`src/rtl/div_pkg.sv`:
```
// Shared types and helpers for the sequential signed restoring divider.
// Holds the controller state encoding and the two's-complement magnitude helper.
package div_pkg;

  localparam int WIDTH_DEF = 8;
  localparam int ABS_MAXW  = 64;

  typedef enum logic [2:0] {
    IDLE = 3'd0,
    PREP = 3'd1,
    ITER = 3'd2,
    FIX  = 3'd3,
    HOLD = 3'd4
  } state_e;

  // Magnitude of a w-bit two's-complement value carried in a wide container.
  // The most negative value maps onto its own bit pattern, i.e. unsigned 2^(w-1).
  function automatic logic [ABS_MAXW-1:0] abs_w(input logic [ABS_MAXW-1:0] v,
                                                input int unsigned        w);
    logic [ABS_MAXW-1:0] mask;
    logic                neg;
    mask  = (ABS_MAXW'(1) << w) - ABS_MAXW'(1);
    neg   = |(v & (ABS_MAXW'(1) << (w - 1)));
    abs_w = neg ? ((~v + ABS_MAXW'(1)) & mask) : (v & mask);
  endfunction

endpackage

```
`src/rtl/seq_divider_if.sv`:
```
// Operator-facing bundle of the divider: switches, load/run levels and the
// remainder/quotient registers with their status lamps.
interface seq_divider_if #(
  parameter int WIDTH = div_pkg::WIDTH_DEF
);
  logic             Load;
  logic             Run;
  logic [WIDTH-1:0] SW;
  logic [WIDTH-1:0] Aval;
  logic [WIDTH-1:0] Bval;
  logic             Busy;
  logic             Done;
  logic             DivZero;
  logic             Ovf;

  modport master (
    output Load, Run, SW,
    input  Aval, Bval, Busy, Done, DivZero, Ovf
  );

  modport slave (
    input  Load, Run, SW,
    output Aval, Bval, Busy, Done, DivZero, Ovf
  );
endinterface

```
`src/rtl/div_step.sv`:
```
// One restoring-division step: shift the next dividend bit into the partial
// remainder and subtract the divisor if it fits.
module div_step #(
  parameter int WIDTH = div_pkg::WIDTH_DEF
) (
  input  logic [WIDTH-1:0] rem_in,
  input  logic             bit_in,
  input  logic [WIDTH-1:0] dvsr,
  output logic [WIDTH-1:0] rem_out,
  output logic             q_bit
);

  logic [WIDTH:0]   trial;
  logic [WIDTH-1:0] rem_sh;

  // The partial remainder is always below the divisor magnitude, so its top
  // bit is zero and the (WIDTH+1)-bit trial behaves as an unsigned subtract.
  always_comb begin
    rem_sh  = {rem_in[WIDTH-2:0], bit_in};
    trial   = {rem_in, bit_in} - {1'b0, dvsr};
    q_bit   = ~trial[WIDTH];
    rem_out = q_bit ? trial[WIDTH-1:0] : rem_sh;
  end

endmodule

```
`src/rtl/seq_divider.sv`:
```
// Sequential signed restoring divider: Bval holds the dividend and then the
// quotient, Aval the remainder; one quotient bit resolves per clock.
//
//   state | meaning
//   IDLE  | wait for Load (capture dividend) or Run (start op)
//   PREP  | screen divide-by-zero / MIN by -1, take magnitudes
//   ITER  | WIDTH restoring steps, one quotient bit each
//   FIX   | restore signs of quotient and remainder
//   HOLD  | result shown with Done; leave once Run is released
module seq_divider
  import div_pkg::*;
#(
  parameter int WIDTH = WIDTH_DEF
) (
  input  logic          Clk,
  input  logic          Reset,
  seq_divider_if.slave  dif
);

  localparam int               CW      = (WIDTH > 2) ? $clog2(WIDTH) : 1;
  localparam logic [WIDTH-1:0] MIN_VAL = {1'b1, {(WIDTH-1){1'b0}}};
  localparam logic [WIDTH-1:0] ONES    = '1;
  localparam logic [CW-1:0]    LAST    = CW'(WIDTH - 1);

  state_e           state_q, state_d;
  logic [WIDTH-1:0] a_q, a_d;
  logic [WIDTH-1:0] b_q, b_d;
  logic [WIDTH-1:0] dvsr_q, dvsr_d;
  logic [CW-1:0]    cnt_q, cnt_d;
  logic             dz_q, dz_d;
  logic             ovf_q, ovf_d;
  logic             neg_dvd_q, neg_dvd_d;
  logic             neg_dvs_q, neg_dvs_d;

  logic [WIDTH-1:0] step_rem;
  logic             step_q;

  div_step #(.WIDTH(WIDTH)) u_step (
    .rem_in  (a_q),
    .bit_in  (b_q[WIDTH-1]),
    .dvsr    (dvsr_q),
    .rem_out (step_rem),
    .q_bit   (step_q)
  );

  always_ff @(posedge Clk) begin
    if (Reset) begin
      state_q   <= IDLE;
      a_q       <= '0;
      b_q       <= '0;
      dvsr_q    <= '0;
      cnt_q     <= '0;
      dz_q      <= 1'b0;
      ovf_q     <= 1'b0;
      neg_dvd_q <= 1'b0;
      neg_dvs_q <= 1'b0;
    end else begin
      state_q   <= state_d;
      a_q       <= a_d;
      b_q       <= b_d;
      dvsr_q    <= dvsr_d;
      cnt_q     <= cnt_d;
      dz_q      <= dz_d;
      ovf_q     <= ovf_d;
      neg_dvd_q <= neg_dvd_d;
      neg_dvs_q <= neg_dvs_d;
    end
  end

  always_comb begin
    state_d   = state_q;
    a_d       = a_q;
    b_d       = b_q;
    dvsr_d    = dvsr_q;
    cnt_d     = cnt_q;
    dz_d      = dz_q;
    ovf_d     = ovf_q;
    neg_dvd_d = neg_dvd_q;
    neg_dvs_d = neg_dvs_q;

    case (state_q)
      IDLE: begin
        if (dif.Load) begin
          b_d   = dif.SW;
          a_d   = '0;
          dz_d  = 1'b0;
          ovf_d = 1'b0;
        end else if (dif.Run) begin
          dvsr_d    = dif.SW;
          neg_dvd_d = b_q[WIDTH-1];
          neg_dvs_d = dif.SW[WIDTH-1];
          state_d   = PREP;
        end
      end

      PREP: begin
        if (dvsr_q == '0) begin
          b_d     = ONES;
          a_d     = b_q;
          dz_d    = 1'b1;
          state_d = HOLD;
        end else if ((b_q == MIN_VAL) && (dvsr_q == ONES)) begin
          b_d     = MIN_VAL;
          a_d     = '0;
          ovf_d   = 1'b1;
          state_d = HOLD;
        end else begin
          b_d     = WIDTH'(abs_w(ABS_MAXW'(b_q), WIDTH));
          dvsr_d  = WIDTH'(abs_w(ABS_MAXW'(dvsr_q), WIDTH));
          a_d     = '0;
          cnt_d   = '0;
          state_d = ITER;
        end
      end

      ITER: begin
        a_d   = step_rem;
        b_d   = {b_q[WIDTH-2:0], step_q};
        cnt_d = cnt_q + 1'b1;
        if (cnt_q == LAST) begin
          state_d = FIX;
        end
      end

      FIX: begin
        // Truncating division: remainder follows the dividend's sign.
        b_d     = (neg_dvd_q ^ neg_dvs_q) ? -b_q : b_q;
        a_d     = neg_dvd_q ? -a_q : a_q;
        state_d = HOLD;
      end

      HOLD: begin
        if (!dif.Run) begin
          state_d = IDLE;
        end
      end

      default: state_d = IDLE;
    endcase
  end

  assign dif.Aval    = a_q;
  assign dif.Bval    = b_q;
  assign dif.Busy    = (state_q == PREP) || (state_q == ITER) || (state_q == FIX);
  assign dif.Done    = (state_q == HOLD);
  assign dif.DivZero = dz_q;
  assign dif.Ovf     = ovf_q;

endmodule

```
`src/flat_wrapper.sv`:
```
// flat-port wrapper written by rule: the top's interface ports become plain ports
module seq_divider_flat import div_pkg::*;
#(
  parameter int WIDTH = WIDTH_DEF
)
  (Clk, Reset, dif_Load, dif_Run, dif_SW, dif_Aval, dif_Bval, dif_Busy, dif_Done, dif_DivZero, dif_Ovf);
  seq_divider_if #(.WIDTH(WIDTH)) dif_i ();
  input  logic Clk;
  input  logic Reset;
  input wire logic [$bits(dif_i.Load)-1:0] dif_Load;
  input wire logic [$bits(dif_i.Run)-1:0] dif_Run;
  input wire logic [$bits(dif_i.SW)-1:0] dif_SW;
  output wire logic [$bits(dif_i.Aval)-1:0] dif_Aval;
  output wire logic [$bits(dif_i.Bval)-1:0] dif_Bval;
  output wire logic [$bits(dif_i.Busy)-1:0] dif_Busy;
  output wire logic [$bits(dif_i.Done)-1:0] dif_Done;
  output wire logic [$bits(dif_i.DivZero)-1:0] dif_DivZero;
  output wire logic [$bits(dif_i.Ovf)-1:0] dif_Ovf;
  assign dif_i.Load = dif_Load;
  assign dif_i.Run = dif_Run;
  assign dif_i.SW = dif_SW;
  assign dif_Aval = dif_i.Aval;
  assign dif_Bval = dif_i.Bval;
  assign dif_Busy = dif_i.Busy;
  assign dif_Done = dif_i.Done;
  assign dif_DivZero = dif_i.DivZero;
  assign dif_Ovf = dif_i.Ovf;
  seq_divider #(.WIDTH(WIDTH)) u_core (.Clk(Clk), .Reset(Reset), .dif(dif_i));
endmodule
```
`config.mk`:
```
export PLATFORM = sky130hd
export DESIGN_NAME = seq_divider_flat
export DESIGN_NICKNAME = d
export VERILOG_FILES = /design/src/rtl/div_pkg.sv /design/src/rtl/seq_divider_if.sv /design/src/rtl/div_step.sv /design/src/rtl/seq_divider.sv /design/src/flat_wrapper.sv
export SDC_FILE = /design/constraint.sdc
export NUM_CORES = 1
export LEC_CHECK = 0
export BUFFER_PORTS_ARGS = -buffer_cell sky130_fd_sc_hd__buf_2
export CAP_MARGIN = 5
export CORE_MARGIN = 2
export CORE_UTILIZATION = 55
export CTS_CLUSTER_DIAMETER = 120
export DETAILED_ROUTE_END_ITERATION = 12
export PLACE_DENSITY = 0.79
export SLEW_MARGIN = 20
export SYNTH_ARGS = -nofsm -noshare
export SYNTH_HDL_FRONTEND = slang
export SYNTH_SLANG_ARGS = --single-unit
```
`constraint.sdc`:
```
create_clock -name Clk -period 2.8 [get_ports Clk]
set_clock_uncertainty 0.15 [all_clocks]
set_input_delay 0.28 -clock Clk [delete_from_list [all_inputs] [get_ports Clk]]
set_output_delay 0.28 -clock Clk [all_outputs]
set_load 0.01 [all_outputs]
```
==> metrics.json <==
{
  "design.final.nets": {"value": 413},
  "achievable-frequency": {"value": 386.4, "unit": "MHz"},
  "initial_antenna_violation_count": {"value": 0},
  "worst-r2r-cell-count": {"value": 9},
  "worst-endpoint-arrival": {"value": 2610, "unit": "ps"},
  "area_inside_the_core_boundary": {"value": 4692, "unit": "µm²"},
  "setup_violations": {"value": 0},
  "outcome": {"value": "finished, final reports clean"},
  "floorplan.die.width": {"value": 73.55, "unit": "µm"},
  "synth_sequential_area_ratio": {"value": 25.59, "unit": "%"},
  "worstHoldPathCells": {"value": 3},
  "final_antenna_net_count": {"value": 0},
  "r2r_slack": {"value": 210, "unit": "ps"},
  "n_antenna_cell": {"value": 0},
  "grt.overflow.total": {"value": 0},
  "totalNegativeSetupSlack": {"value": 0, "unit": "ps"},
  "top_usage_layer": {"value": "met2"},
  "post-route-min-period": {"value": 2588, "unit": "ps"},
  "io_pins": {"value": 32},
  "drt-pass1-iter-count": {"value": 5},
  "power_per_cell_area": {"value": 505.2, "unit": "nW/µm²"},
  "synth_nets": {"value": 372},
  "instance_count_of_the_mapped_netlist": {"value": 344},
  "global_route_met3_utilization": {"value": 7.819, "unit": "%"},
  "cts_hold_repair.buffers": {"value": 0},
  "grt_util_met2": {"value": 47.42, "unit": "%"},
  "initialDrtViolationCount": {"value": 415},
  "clock_latency_at_the_later_pin_of_the_worst_skew_pair": {"value": 300, "unit": "ps"},
  "worst_setup_ep_type": {"value": "register"},
  "post-dp-hpwl": {"value": 6.002, "unit": "mm"},
  "leakagePower": {"value": 1.256, "unit": "nW"},
  "std_cell_rows": {"value": 25},
  "cts_max_level": {"value": 2},
  "drt-vias-per-instance": {"value": 6.693},
  "die-height": {"value": 73.55, "unit": "µm"},
  "cts.path.max_buffers": {"value": 2},
  "grt_setup_unrepaired": {"value": "no"},
  "met1_usage": {"value": 43.39, "unit": "%"},
  "grt_usage": {"value": 31.07, "unit": "%"},
  "grt_max_degree": {"value": 32},
  "avgSynthCellArea": {"value": 7.733, "unit": "µm²"},
  "routed_wirelength": {"value": 8.034, "unit": "mm"},
  "max_slew_margin": {"value": 50.92, "unit": "%"},
  "post_drt_wl_per_cell": {"value": 18.26, "unit": "µm"},
  "synth_async_sr_flop_share": {"value": 0, "unit": "%"},
  "drc_errors": {"value": 0},
  "finalCritPeriodShare": {"value": 92.43, "unit": "%"},
  "syn-cell-area": {"value": 2660, "unit": "µm²"},
  "synth_enable_flop_cells": {"value": 0},
  "initial_utilization": {"value": 56.69, "unit": "%"},
  "number_of_buffers_added_by_the_clock_tree_synthesis_step": {"value": 5},
  "yosys_warnings": {"value": 0},
  "timing_worst_setup_path_type": {"value": "register to register"},
  "hold_path.class": {"value": "primary input to register"},
  "timing_hold_violations_final": {"value": 0},
  "via_count_of_the_first_global_routing_pass": {"value": 2621},
  "maxCapViolations": {"value": 0},
  "layoutNonFillerInstCount": {"value": 440},
  "cts_tree": {"value": "built"},
  "required_time_at_the_worst_slack_endpoint": {"value": 2830, "unit": "ps"},
  "clkSlewWorstSetupHoldPaths": {"value": 80, "unit": "ps"},
  "synth.ff_latch_count": {"value": 34},
  "layout-drive-gt1-share": {"value": 18.39, "unit": "%"},
  "final-max-slew-violation-count": {"value": 0},
  "ir_drop": {"value": 0.2725, "unit": "mV"},
  "routabilityCongestion": {"value": 0.9622},
  "port_buffers": {"value": 31},
  "vias": {"value": 2945},
  "clock_sink_count": {"value": 34},
  "worstPathMaxFanout": {"value": 6},
  "syn2layout_area_growth": {"value": 15.48, "unit": "%"},
  "netlist-cell-type-count": {"value": 63},
  "postSynth.topFlopCell": {"value": "sky130_fd_sc_hd__dfxtp_1"},
  "worst_pin_slew": {"value": 732.7, "unit": "ps"},
  "floorplan.die_area": {"value": 5409, "unit": "µm²"},
  "nFillCells": {"value": 404},
  "cts_root_buffer": {"value": "sky130_fd_sc_hd__clkbuf_8"},
  "placedCellCount": {"value": 431},
  "grt_pass1_wl": {"value": 12.80, "unit": "mm"},
  "start_kind": {"value": "register"}
}
[power breakdown]
group / internal (mW) / switching, mW
clock network: 0.262 / 0.197
registers: 0.513 / 0.0409
logic: 0.221 / 0.318
total: 0.996 / 0.555
[critical path, stage by stage, from the launching register on]
cell and delay [ps]:
sky130_fd_sc_hd__dfxtp_1 430, sky130_fd_sc_hd__ha_1 200, sky130_fd_sc_hd__inv_1 60, sky130_fd_sc_hd__fa_1 400
sky130_fd_sc_hd__a211o_1 320, sky130_fd_sc_hd__a21oi_1 170, sky130_fd_sc_hd__nor3_1 110, sky130_fd_sc_hd__nor2_2 270
sky130_fd_sc_hd__nor4b_2 80, sky130_fd_sc_hd__a311o_1 280
[cell usage in the layout, fill, tap and decap left out, types with 5 or more instances in the layout]
| master | instances |
|---|---|
| sky130_fd_sc_hd__nor2_1 | 33 |
| sky130_fd_sc_hd__or3_1 | 7 |
| sky130_fd_sc_hd__nand3b_1 | 5 |
| sky130_fd_sc_hd__o21a_1 | 8 |
| sky130_fd_sc_hd__dfxtp_1 | 34 |
| sky130_fd_sc_hd__nand4_1 | 7 |
| sky130_fd_sc_hd__buf_4 | 19 |
| sky130_fd_sc_hd__nor3_1 | 11 |
| sky130_fd_sc_hd__a21oi_1 | 32 |
| sky130_fd_sc_hd__xnor2_1 | 8 |
| sky130_fd_sc_hd__and2_1 | 5 |
| sky130_fd_sc_hd__buf_2 | 31 |
| sky130_fd_sc_hd__o21ai_0 | 18 |
| sky130_fd_sc_hd__a211oi_1 | 5 |
| sky130_fd_sc_hd__nand3_1 | 11 |
| sky130_fd_sc_hd__nand2_1 | 17 |
| sky130_fd_sc_hd__clkbuf_8 | 5 |
| sky130_fd_sc_hd__nor4_1 | 8 |
| sky130_fd_sc_hd__inv_1 | 19 |
| sky130_fd_sc_hd__ha_1 | 15 |
[flip-flops by register name, indices dropped and copies added (netlist names)]
name / cells
u_core.cnt_q: 3
u_core.dif.Bval: 8
u_core.dif.DivZero: 1
u_core.neg_dvs_q: 1
u_core.dif.Aval: 8
u_core.dif.Ovf: 1
u_core.state_q: 3
u_core.dvsr_q: 8
u_core.neg_dvd_q: 1
[worst paths after layout]
check | startpoint | end
worst max-delay path | u_core.dvsr_q[0]$_SDFFE_PP0P_ | u_core.dif.Aval[5]$_SDFFE_PP0P_
worst min-delay path | dif_Run | u_core.state_q[2]$_SDFFE_PP0P_
worst max register to register | u_core.dvsr_q[0]$_SDFFE_PP0P_ | u_core.dif.Aval[5]$_SDFFE_PP0P_
worst min register to register | u_core.dif.Ovf$_SDFFE_PP0P_ | u_core.dif.Ovf$_SDFFE_PP0P_
[repair_timing]
action | 4_1_cts | 5_1_grt
resized for setup | 0 | 2
buffers inserted | 0 | 1
setup endpoints to repair | 0 | 2
[stage by stage]
| stage | hold slack, ps | power (mW) | setup slack [ps] | area (µm²) | utilization, % |
|---|---|---|---|---|---|
| after floorplan | 277.2 | 0.9213 | 340.3 | 2660 | - |
| after global placement | 294.4 | 1.061 | 288.3 | 2945 | 62.77 |
| after detailed placement | 304.0 | 1.074 | 191.9 | 2945 | 62.77 |
| after CTS | 112.0 | 1.529 | 136.4 | 3054 | 65.09 |
| after global routing | 139.5 | 1.628 | 38.66 | 3072 | 65.47 |
| final | 116.6 | 1.552 | 211.9 | 3072 | 65.47 |
[metal layers]
layer / up-vias / wire length (µm)
li1: 1390 / -
met1: 1375 / 3397
met2: 159 / 3675
met3: 21 / 818
met4: 0 / 142
met5: - / 0
[cells in the mapped netlist, drive strengths merged, types with 5 or more instances]
library cell | n | area, µm²
nor4 | 8 | 50.05
buf | 6 | 35.03
o21a | 8 | 60.06
a211oi | 5 | 37.54
or3 | 8 | 55.05
inv | 19 | 71.32
clkbuf | 10 | 37.54
nand2 | 17 | 63.81
ha | 15 | 187.7
a21o | 5 | 45.04
nand4 | 7 | 43.79
nor2 | 35 | 136.4
a221oi | 5 | 62.56
nand3b | 5 | 37.54
or4 | 5 | 41.29
o21ai | 22 | 110.1
and2 | 5 | 31.28
nor3 | 11 | 55.05
xnor2 | 8 | 70.07
a21oi | 33 | 165.2
dfxtp | 34 | 680.7
nand3 | 11 | 55.05
[cell type report]
cell class                 instances  area, µm²  share of cell area (%)
clock buffer                       5      68.82                   2.240
sequential                        34      680.7                   22.16
timing repair buffer              50      297.8                   9.695
multi-input combinational        275       1846                   60.08
tap                               54      67.56                   2.200
inverter                          19      71.32                   2.322
clock inverter                     3      40.04                   1.303
[logic make-up after synthesis]
family,after synthesis,synth area share [%]
compound gates,117,30.24
flops,34,25.59
mux,4,1.505
xor+xnor,11,3.622
simple gates,127,25.82
buf+inv,35,5.409
fa+ha+maj,16,7.808
Note: power is estimated with default switching activity, not from simulation.
